## config.mk

```make
export PLATFORM = sky130hd
export DESIGN_NAME = uart_prog_loader
export DESIGN_NICKNAME = d
export VERILOG_FILES = /design/src/rtl/uart_prog_loader.sv
export SDC_FILE = /design/constraint.sdc
export NUM_CORES = 1
export LEC_CHECK = 0
export CORE_ASPECT_RATIO = 1.25
export CORE_MARGIN = 5
export CORE_UTILIZATION = 53
export CTS_CLUSTER_DIAMETER = 40
export DETAILED_ROUTE_END_ITERATION = 7
export HOLD_SLACK_MARGIN = 0.06
export PLACE_DENSITY = 0.76
export SKIP_LAST_GASP = 1
export SLEW_MARGIN = 30
export SYNTH_ARGS = -nofsm -noshare
export SYNTH_HDL_FRONTEND = slang
export SYNTH_SLANG_ARGS = --single-unit
```

## constraint.sdc

```tcl
create_clock -name clk -period 5.4 [get_ports clk]
set_clock_uncertainty 0.15 [all_clocks]
set_input_delay 0.81 -clock clk [delete_from_list [all_inputs] [get_ports clk]]
set_output_delay 0.81 -clock clk [all_outputs]
set_load 0.02 [all_outputs]
```

## src/rtl/uart_prog_loader.sv

```systemverilog
// UART (8N1) instruction-memory loader: length-prefixed little-endian word stream to imem write strobes.
// Optional trailing checksum word and chk_err port when UART_LOADER_CHECKSUM_EN is defined.
module uart_prog_loader #(
    parameter int          CLKS_PER_BIT = 868,
    parameter logic [31:0] BASE_ADDR    = 32'h0000_0000,
    parameter int          MAX_WORDS    = 4096
) (
    input  logic        clk,
    input  logic        Rst,
    input  logic        prog,
    input  logic        rx,
    output logic [31:0] imem_din,
    output logic [31:0] imem_addr,
    output logic        imem_wea,
    output logic        imem_prog_ena,
    output logic        prog_done,
    output logic        frame_err,
    output logic        len_err
`ifdef UART_LOADER_CHECKSUM_EN
   ,output logic        chk_err
`endif
);

    localparam int CNT_W = $clog2(CLKS_PER_BIT);
    localparam int WL_W  = $clog2(MAX_WORDS + 1);
    localparam logic [CNT_W-1:0] BIT_END  = CNT_W'(CLKS_PER_BIT - 1);
    localparam logic [CNT_W-1:0] HALF_END = CNT_W'(CLKS_PER_BIT / 2 - 1);

    typedef enum logic [1:0] {R_IDLE, R_START, R_DATA, R_STOP} rx_state_t;
    typedef enum logic [2:0] {L_IDLE, L_LEN, L_DATA, L_CHK, L_DONE} ld_state_t;

    rx_state_t        rxState_q, rxState_d;
    logic             rxSync1_q, rxS_q;
    logic [CNT_W-1:0] rxCnt_q, rxCnt_d;
    logic [2:0]       rxBit_q, rxBit_d;
    logic [7:0]       rxShift_q, rxShift_d;
    logic             byteValid_q, byteValid_d;
    logic             stopBad_q, stopBad_d;

    ld_state_t        ldState_q, ldState_d;
    logic             progPrev_q;
    logic [1:0]       byteCnt_q, byteCnt_d;
    logic [31:0]      asmWord_q, asmWord_d;
    logic [WL_W-1:0]  wordsLeft_q, wordsLeft_d;
    logic [31:0]      din_q, din_d;
    logic [31:0]      addr_q, addr_d;
    logic             wea_q, wea_d;
    logic             progEna_q, progEna_d;
    logic             done_q, done_d;
    logic             frameErr_q, frameErr_d;
    logic             lenErr_q, lenErr_d;
`ifdef UART_LOADER_CHECKSUM_EN
    logic [31:0]      sum_q, sum_d;
    logic             chkErr_q, chkErr_d;
`endif

    logic             progRise;
    logic [31:0]      fullWord;

    assign progRise = prog && !progPrev_q;
    assign fullWord = {rxShift_q, asmWord_q[31:8]};

    always_ff @(posedge clk) begin
        if (!Rst) begin
            rxSync1_q   <= 1'b1;
            rxS_q       <= 1'b1;
            rxState_q   <= R_IDLE;
            rxCnt_q     <= '0;
            rxBit_q     <= '0;
            rxShift_q   <= '0;
            byteValid_q <= 1'b0;
            stopBad_q   <= 1'b0;
        end else begin
            rxSync1_q   <= rx;
            rxS_q       <= rxSync1_q;
            rxState_q   <= rxState_d;
            rxCnt_q     <= rxCnt_d;
            rxBit_q     <= rxBit_d;
            rxShift_q   <= rxShift_d;
            byteValid_q <= byteValid_d;
            stopBad_q   <= stopBad_d;
        end
    end

    // Start is re-checked at half a bit so short glitches are rejected; later samples land mid-bit.
    always_comb begin
        rxState_d   = rxState_q;
        rxCnt_d     = rxCnt_q;
        rxBit_d     = rxBit_q;
        rxShift_d   = rxShift_q;
        byteValid_d = 1'b0;
        stopBad_d   = 1'b0;
        case (rxState_q)
            R_IDLE: begin
                rxCnt_d = '0;
                if (!rxS_q) rxState_d = R_START;
            end
            R_START: begin
                if (rxCnt_q == HALF_END) begin
                    rxCnt_d   = '0;
                    rxBit_d   = '0;
                    rxState_d = rxS_q ? R_IDLE : R_DATA;
                end else begin
                    rxCnt_d = rxCnt_q + CNT_W'(1);
                end
            end
            R_DATA: begin
                if (rxCnt_q == BIT_END) begin
                    rxCnt_d   = '0;
                    rxShift_d = {rxS_q, rxShift_q[7:1]};
                    rxBit_d   = rxBit_q + 3'd1;
                    if (rxBit_q == 3'd7) rxState_d = R_STOP;
                end else begin
                    rxCnt_d = rxCnt_q + CNT_W'(1);
                end
            end
            R_STOP: begin
                if (rxCnt_q == BIT_END) begin
                    rxCnt_d     = '0;
                    byteValid_d = rxS_q;
                    stopBad_d   = !rxS_q;
                    rxState_d   = R_IDLE;
                end else begin
                    rxCnt_d = rxCnt_q + CNT_W'(1);
                end
            end
            default: rxState_d = R_IDLE;
        endcase
    end

    always_ff @(posedge clk) begin
        if (!Rst) begin
            ldState_q   <= L_IDLE;
            progPrev_q  <= 1'b0;
            byteCnt_q   <= '0;
            asmWord_q   <= '0;
            wordsLeft_q <= '0;
            din_q       <= '0;
            addr_q      <= BASE_ADDR;
            wea_q       <= 1'b0;
            progEna_q   <= 1'b0;
            done_q      <= 1'b0;
            frameErr_q  <= 1'b0;
            lenErr_q    <= 1'b0;
`ifdef UART_LOADER_CHECKSUM_EN
            sum_q       <= '0;
            chkErr_q    <= 1'b0;
`endif
        end else begin
            ldState_q   <= ldState_d;
            progPrev_q  <= prog;
            byteCnt_q   <= byteCnt_d;
            asmWord_q   <= asmWord_d;
            wordsLeft_q <= wordsLeft_d;
            din_q       <= din_d;
            addr_q      <= addr_d;
            wea_q       <= wea_d;
            progEna_q   <= progEna_d;
            done_q      <= done_d;
            frameErr_q  <= frameErr_d;
            lenErr_q    <= lenErr_d;
`ifdef UART_LOADER_CHECKSUM_EN
            sum_q       <= sum_d;
            chkErr_q    <= chkErr_d;
`endif
        end
    end

    // Dropping prog overrides every load state; the write strobe is registered one cycle after the 4th byte.
    always_comb begin
        ldState_d   = ldState_q;
        byteCnt_d   = byteCnt_q;
        asmWord_d   = asmWord_q;
        wordsLeft_d = wordsLeft_q;
        din_d       = din_q;
        addr_d      = addr_q;
        wea_d       = 1'b0;
        progEna_d   = progEna_q;
        done_d      = 1'b0;
        frameErr_d  = progRise ? 1'b0 : frameErr_q;
        lenErr_d    = progRise ? 1'b0 : lenErr_q;
`ifdef UART_LOADER_CHECKSUM_EN
        sum_d       = sum_q;
        chkErr_d    = progRise ? 1'b0 : chkErr_q;
`endif
        if (stopBad_q) frameErr_d = 1'b1;
        if (progRise) addr_d = BASE_ADDR;

        if (!prog) begin
            ldState_d = L_IDLE;
            progEna_d = 1'b0;
            addr_d    = BASE_ADDR;
            byteCnt_d = '0;
        end else begin
            case (ldState_q)
                L_IDLE: begin
                    byteCnt_d = '0;
                    ldState_d = L_LEN;
`ifdef UART_LOADER_CHECKSUM_EN
                    sum_d     = '0;
`endif
                end
                L_LEN: begin
                    if (byteValid_q) begin
                        asmWord_d = fullWord;
                        byteCnt_d = byteCnt_q + 2'd1;
                        if (byteCnt_q == 2'd3) begin
                            if (fullWord == 32'd0) begin
`ifdef UART_LOADER_CHECKSUM_EN
                                ldState_d = L_CHK;
`else
                                done_d    = 1'b1;
                                ldState_d = L_DONE;
`endif
                            end else if (fullWord > 32'(MAX_WORDS)) begin
                                lenErr_d  = 1'b1;
                                ldState_d = L_DONE;
                            end else begin
                                progEna_d   = 1'b1;
                                wordsLeft_d = fullWord[WL_W-1:0];
                                ldState_d   = L_DATA;
                            end
                        end
                    end
                end
                L_DATA: begin
                    if (byteValid_q) begin
                        asmWord_d = fullWord;
                        byteCnt_d = byteCnt_q + 2'd1;
                        if (byteCnt_q == 2'd3) begin
                            din_d = fullWord;
                            wea_d = 1'b1;
`ifdef UART_LOADER_CHECKSUM_EN
                            sum_d = sum_q + fullWord;
`endif
                        end
                    end
                    if (wea_q) begin
                        addr_d      = addr_q + 32'd4;
                        wordsLeft_d = wordsLeft_q - WL_W'(1);
                        if (wordsLeft_q == WL_W'(1)) begin
`ifdef UART_LOADER_CHECKSUM_EN
                            ldState_d = L_CHK;
`else
                            progEna_d = 1'b0;
                            done_d    = 1'b1;
                            ldState_d = L_DONE;
`endif
                        end
                    end
                end
`ifdef UART_LOADER_CHECKSUM_EN
                L_CHK: begin
                    if (byteValid_q) begin
                        asmWord_d = fullWord;
                        byteCnt_d = byteCnt_q + 2'd1;
                        if (byteCnt_q == 2'd3) begin
                            progEna_d = 1'b0;
                            done_d    = 1'b1;
                            if (fullWord != sum_q) chkErr_d = 1'b1;
                            ldState_d = L_DONE;
                        end
                    end
                end
`endif
                L_DONE: ldState_d = L_DONE;
                default: ldState_d = L_IDLE;
            endcase
        end
    end

    assign imem_din      = din_q;
    assign imem_addr     = addr_q;
    assign imem_wea      = wea_q;
    assign imem_prog_ena = progEna_q;
    assign prog_done     = done_q;
    assign frame_err     = frameErr_q;
    assign len_err       = lenErr_q;
`ifdef UART_LOADER_CHECKSUM_EN
    assign chk_err       = chkErr_q;
`endif

endmodule
```

==> flow_summary.yaml, run 1 <==
floorplan:
  die_h_um: 130
  dieArea_um2: 13800
  ioPinCount: 73
  die_w_um: 106
  start_util_pct: 53.3
  coreArea_um2: 11500
  rows: 44
clocking:
  clock-root-buffer: "clkbuf_16"
  htree_levels: 4
  post_cts_buffers: 0
  cts_tree: "built"
  cts_buffer_depth: 2
  ctsHoldBuffers: 0
  cts_sinks: 139
  ctsResizeCount: 0
  clock_latency_ns: 0.42
  clkTransAtPathRegs_ns: 0.06
  cts-buffers-inserted: 17
synth:
  synthTopCellsByArea: "dfxtp_1 45%, nand2_1 11%, a21oi_1 7.3%"
  yosys_register_bits: 139
  synth_warnings: 0
  async_flop_share_pct: 0
  yosysSeqAreaShare_pct: 45.4
  yosysTopAreaCell: "dfxtp_1"
  synth-edff-count: 0
  synth_cells: 758
  synth_cell_type_count: 65
  netlist.area_leader.share_pct: 45.4
  synth_nets: 770
  ys.flop_type: "dfxtp_1"
  syn-cell-area_um2: 6130
  syn_area_per_cell_um2: 8.09
sta:
  rsz0062_at_grt: "no"
  slew_headroom_pct: 35.0
  post-route-min-period_ns: 2.82
  finalSetupViolations: 0
  max_freq_ghz: 0.355
  period_share_pct: 52.2
  hold_viol_final: 0
  hold_ws_ns: 0.274
  tns_ns: 0
  finalMaxSlewViolations: 0
  tightest_slew_ns: 0.971
pwr:
  seqPwrFrac_pct: 45.5
  ir_worst_vdd_mv: 0.188
  power_mw: 2.27
  leakage_nw: 2.50
  p_switching_mw: 0.510
  switching_share_pct: 22.5
  clkPwrFrac_pct: 52.0
  p_int_mw: 1.76
  power.density_nw_per_um2: 302
  pwr-share-comb_pct: 2.5
grt:
  grt_overflow_total: 0
  track_usage_pct: 23.0
  grtUsageMet3_pct: 5.44
  grt-busiest-layer: "met2"
  grt_max_degree: 58
  first_global_vias: 5488
  met2_usage_pct: 41.8
  antenna_found_initial: 0
  grt_pass1_wl_um: 25900
  use_met1_pct: 25.9
worst_hold_path:
  holdPathEnd: "rxS_q"
  min_from: "rxSync1_q"
  holdCritPathClass: "flop to flop"
  min_path_cells: 1
routing:
  firstDrtPassIters: 5
  vias_per_cell: 5.90
  ant_nets: 0
  vias: 5671
  route.detailed.drc: 0
  wl_per_cell_um: 16.0
  routed_wl_um: 15400
  drt-initial-drc-count: 382
run_status:
  outcome: "finished, final reports clean"
worst_setup_path:
  timing.rr.start: "ldState_q[1]"
  critPathKind: "flop to flop"
  r2r-end: "imem_addr[25]"
  cp.arrival_ns: 3.03
  end_kind: "flop"
  reg2reg_depth: 6
  r2r_slack_ns: 2.58
  critPathLaunch: "ldState_q[1]"
  start_kind: "flop"
  path_max_fanout: 12
  required_ns: 5.61
placed_design:
  place.gp.congestion: 0.877
  port_buffers: 72
  hpwl_um: 10700
layout:
  layout-drive-gt1-share_pct: 7.52
  num_antenna_cells: 0
  area_growth_pct: 22.4
  nets: 823
  fill_cells: 960
run:
  drv_cap: 0
state kept, by name (all words and copies together) (netlist names), 2 cells and up, named ones only:
name         flops
asmWord_q       24
byteCnt_q        2
imem_addr       32
imem_din        32
ldState_q        3
rxBit_q          3
rxCnt_q         10
rxShift_q        8
wordsLeft_q     13
power groups by stage:
stage	Combinational (mW)	Clock (mW)	Sequential, mW
floorplan	0.0450	0	1.05
global placement	0.0551	0	1.06
detailed placement	0.0558	0	1.06
CTS	0.0560	1.20	1.03
global route	0.0621	1.25	1.03
finish	0.0569	1.18	1.03
cells in the mapped netlist (5+ instances only):
cell type,count
nor3_1,6
o22ai_1,6
inv_1,12
o21ai_0,12
clkbuf_1,38
or3_1,7
nor2_1,53
dfxtp_1,139
nor4_2,6
nor4_1,19
a21oi_1,90
ha_1,8
nand2b_1,8
or4_1,8
nand3_1,30
xor2_1,15
o32ai_1,5
nand2_1,181
xnor2_1,9
and3_1,12
and4_1,6
nand4_1,11
mux2i_1,6
per-stage QoR:
stage	utilization [%]	setup WS, ns	instance area (um2)	cells
2_1_floorplan	-	3.13	6130	758
3_3_place_gp	59.9	2.03	6900	930
3_5_place_dp	60.0	2.02	6900	930
4_1_cts	65.3	2.42	7510	962
5_1_grt	65.3	2.37	7510	962
6_report	65.3	2.58	7510	962
layout make-up:
class | instances | area (um2) | share of cell area (%)
multi-input combinational | 563 | 3140 | 41.8
sequential | 139 | 2780 | 37.0
inverter | 12 | 45.0 | 0.600
tap | 138 | 173 | 2.30
clock inverter | 13 | 154 | 2.05
clock buffer | 19 | 453 | 6.03
timing repair buffer | 78 | 761 | 10.1
kinds of logic after synthesis:
group / Yosys count / synth area share (%)
XOR/XNOR: 24 / 3.43
flip-flops: 139 / 45.4
multiplexers: 8 / 1.35
adder cells (fa/ha/maj): 9 / 1.79
buffers and inverters: 56 / 3.63
AND/OR/NAND/NOR: 374 / 29.9
AO/OA/AOI/OAI: 148 / 14.5
how the worst max path moves through the flow:
stage | slack (ns) | end
final | 2.58 | imem_addr[25]
after global routing | 2.37 | imem_din[29]
after CTS | 2.42 | imem_addr[3]
after detailed placement | 2.02 | imem_addr[20]
after global placement | 2.03 | imem_wea
after floorplan | 3.13 | imem_addr[30]
placed cells by master, fill, tap and decap left out, types with 3 or more instances in the layout:
master	netlist	layout
nor3_1	6	6
buf_4	0	6
o21ai_1	3	3
nand4_1	11	11
nand2b_1	8	8
o21ai_0	12	12
nor4b_1	4	4
o41ai_1	3	3
and2_1	4	4
xnor2_1	9	9
xor2_1	15	15
a21oi_1	90	90
dfxtp_1	139	139
clkdlybuf4s50_1	0	71
nor4_2	6	6
o32ai_1	5	5
mux2i_1	6	6
o31ai_1	3	3
nand2_1	181	181
inv_6	0	5
nor2_1	53	53
ha_1	8	8
clkinvlp_4	0	3
nor3b_1	4	4
and4_1	6	6
nand3_1	30	29
inv_1	12	11
or3_1	7	7
a31oi_1	3	3
and3_1	12	11
clkbuf_16	0	17
or4_1	8	8
o22ai_1	6	6
nor4_1	19	19
worst max-delay path: stages (launching register included):
cell	delay [ns]
dfxtp_1	0.50
nor3b_2	0.85
buf_4	0.33
nand2_1	0.16
nor4_1	0.32
mux2_2	0.37
nor2_1	0.08
per-layer routing:
metal,wire length (um),up-vias
li1,-,2775
met1,6060,2661
met2,8160,201
met4,319,0
met5,0,-
met3,825,34
Power figures use the tool's default switching activity.
==> run 2: changes to the inputs <==
- CORE_UTILIZATION: 53 -> 50
- PLACE_DENSITY: 0.76 -> 0.75
- clock period: 5.4 -> 2.56 ns (I/O delays scaled with it)
==> run 2 against run 1 <==
Final cell count rose by 4.1%. Worst setup slack got worse by 2.4 ns. Critical endpoint is now imem_addr[30]. Sequential share of layout area fell by 1.0 points. Routed wire length rose by 0.56%. Register-to-register slack got worse by 2.4 ns. Sequential power rose by 110%. Global-route usage fell by 1.2 points. Count of clock-buffer cells in the layout rose by 1. Core utilization fell by 1.5 points. Die area rose by 5.5%.
==> flow_summary.yaml, run 2 (synthesized netlist as in run 1, its figures left out) <==
grt:
  grtUsageMet3_pct: 5.30
  met2_usage_pct: 36.9
  first_global_vias: 5314
  use_met1_pct: 26.3
  grt_max_degree: 56
  track_usage_pct: 21.8
  grt_pass1_wl_um: 25600
  grt-busiest-layer: "met2"
  grt_overflow_total: 0
  antenna_found_initial: 0
sta:
  post-route-min-period_ns: 2.35
  max_freq_ghz: 0.425
  period_share_pct: 91.9
  rsz0062_at_grt: "no"
  finalSetupViolations: 0
  finalMaxSlewViolations: 0
  tightest_slew_ns: 0.655
  slew_headroom_pct: 55.7
  tns_ns: 0
  hold_viol_final: 0
run:
  drv_cap: 0
worst_setup_path:
  required_ns: 2.72
  start_kind: "flop"
  path_max_fanout: 8
  critPathKind: "flop to flop"
  cp.arrival_ns: 2.51
  end_kind: "flop"
layout:
  layout-drive-gt1-share_pct: 8.48
  final_cell_mix: "181 x nand2_1, 139 x dfxtp_1, 90 x a21oi_1"
  fill_cells: 1036
  layout.cells.non_filler: 1001
  post-route-util_pct: 63.8
  nets: 836
  layout.cells.most_common: "nand2_1"
  num_antenna_cells: 0
  final_cell_area_um2: 7720
  area_growth_pct: 25.9
floorplan:
  die_h_um: 134
  coreArea_um2: 12100
  start_util_pct: 50.7
  die_w_um: 109
  dieArea_um2: 14600
  rows: 45
  ioPinCount: 73
routing:
  vias: 5615
  vias_per_cell: 5.61
  drt-initial-drc-count: 359
  ant_nets: 0
  firstDrtPassIters: 5
  routed_wl_um: 15500
  route.detailed.drc: 0
  wl_per_cell_um: 15.4
pwr:
  power.density_nw_per_um2: 653
  seqPwrFrac_pct: 43.2
  ir_worst_vdd_mv: 0.696
  leakage_nw: 2.60
  pwr-share-comb_pct: 2.6
  p_int_mw: 4.00
  p_switching_mw: 1.04
  clkPwrFrac_pct: 54.2
  switching_share_pct: 20.6
  power_mw: 5.04
placed_design:
  placed_cells: 969
  hpwl_um: 10800
  dpl_cell_area_um2: 7050
  port_buffers: 72
  place.gp.congestion: 0.930
clocking:
  clock_latency_ns: 0.42
  cts_tree: "built"
  clock-root-buffer: "clkbuf_16"
  cts_buffer_depth: 2
  htree_levels: 4
  cts-buffers-inserted: 17
  cts_sinks: 139
  clkTransAtPathRegs_ns: 0.06
  post_cts_buffers: 0
run_status:
  outcome: "finished, final reports clean"
worst_hold_path:
  holdCritPathClass: "flop to flop"
run 2: worst paths after layout:
path                                   start             to  slack [ns]  depth (start not counted)
worst max-delay path            imem_addr[9]  imem_addr[30]        0.21                          5
worst min-delay path               rxSync1_q          rxS_q        0.26                          1
worst max register to register  imem_addr[9]  imem_addr[30]        0.21                          5
worst min register to register     rxSync1_q          rxS_q        0.26                          1
run 2: final cells by class:
cell class	count	area (um2)	share of cell area, %
sequential	139	2780	36.0
timing repair buffer	91	888	11.5
clock inverter	12	209	2.71
tap	164	205	2.66
multi-input combinational	563	3140	40.6
clock buffer	20	457	5.91
inverter	12	45.0	0.583
run 2: per-stage QoR:
| stage | setup slack, ns | hold slack [ns] |
|---|---|---|
| global placement | 0.247 | 0.239 |
| global route | 0.0416 | 0.283 |
| floorplan | 0.293 | 0.236 |
| finish | 0.208 | 0.261 |
| detailed placement | 0.196 | 0.242 |
| CTS | 0.181 | 0.263 |
run 2: what timing repair did:
action | in CTS | in global routing
setup endpoints to repair | 0 | 1
resized for setup | 0 | 1
hold buffers | 0 | 0
run 2: per-layer routing:
| metal | up-vias | part of all wire [%] |
|---|---|---|
| met4 | 0 | 2.0 |
| met1 | 2634 | 42 |
| met3 | 20 | 5.3 |
| met5 | - | 0 |
| met2 | 165 | 51 |
| li1 | 2796 | - |
run 2: critical path, stage by stage, from the launching register on:
cell and delay (ns):
dfxtp_1 0.43, and4_1 0.27, nand3_1 0.25, or4_1 0.64
o211a_1 0.24, a211o_1 0.25
run 2: power by group through the flow:
stage	combinational, mW	sequential, mW	clock [mW]
floorplan	0.0950	2.22	0
global placement	0.126	2.23	0
detailed placement	0.128	2.23	0
CTS	0.128	2.18	2.78
global route	0.144	2.18	2.87
finish	0.130	2.18	2.73
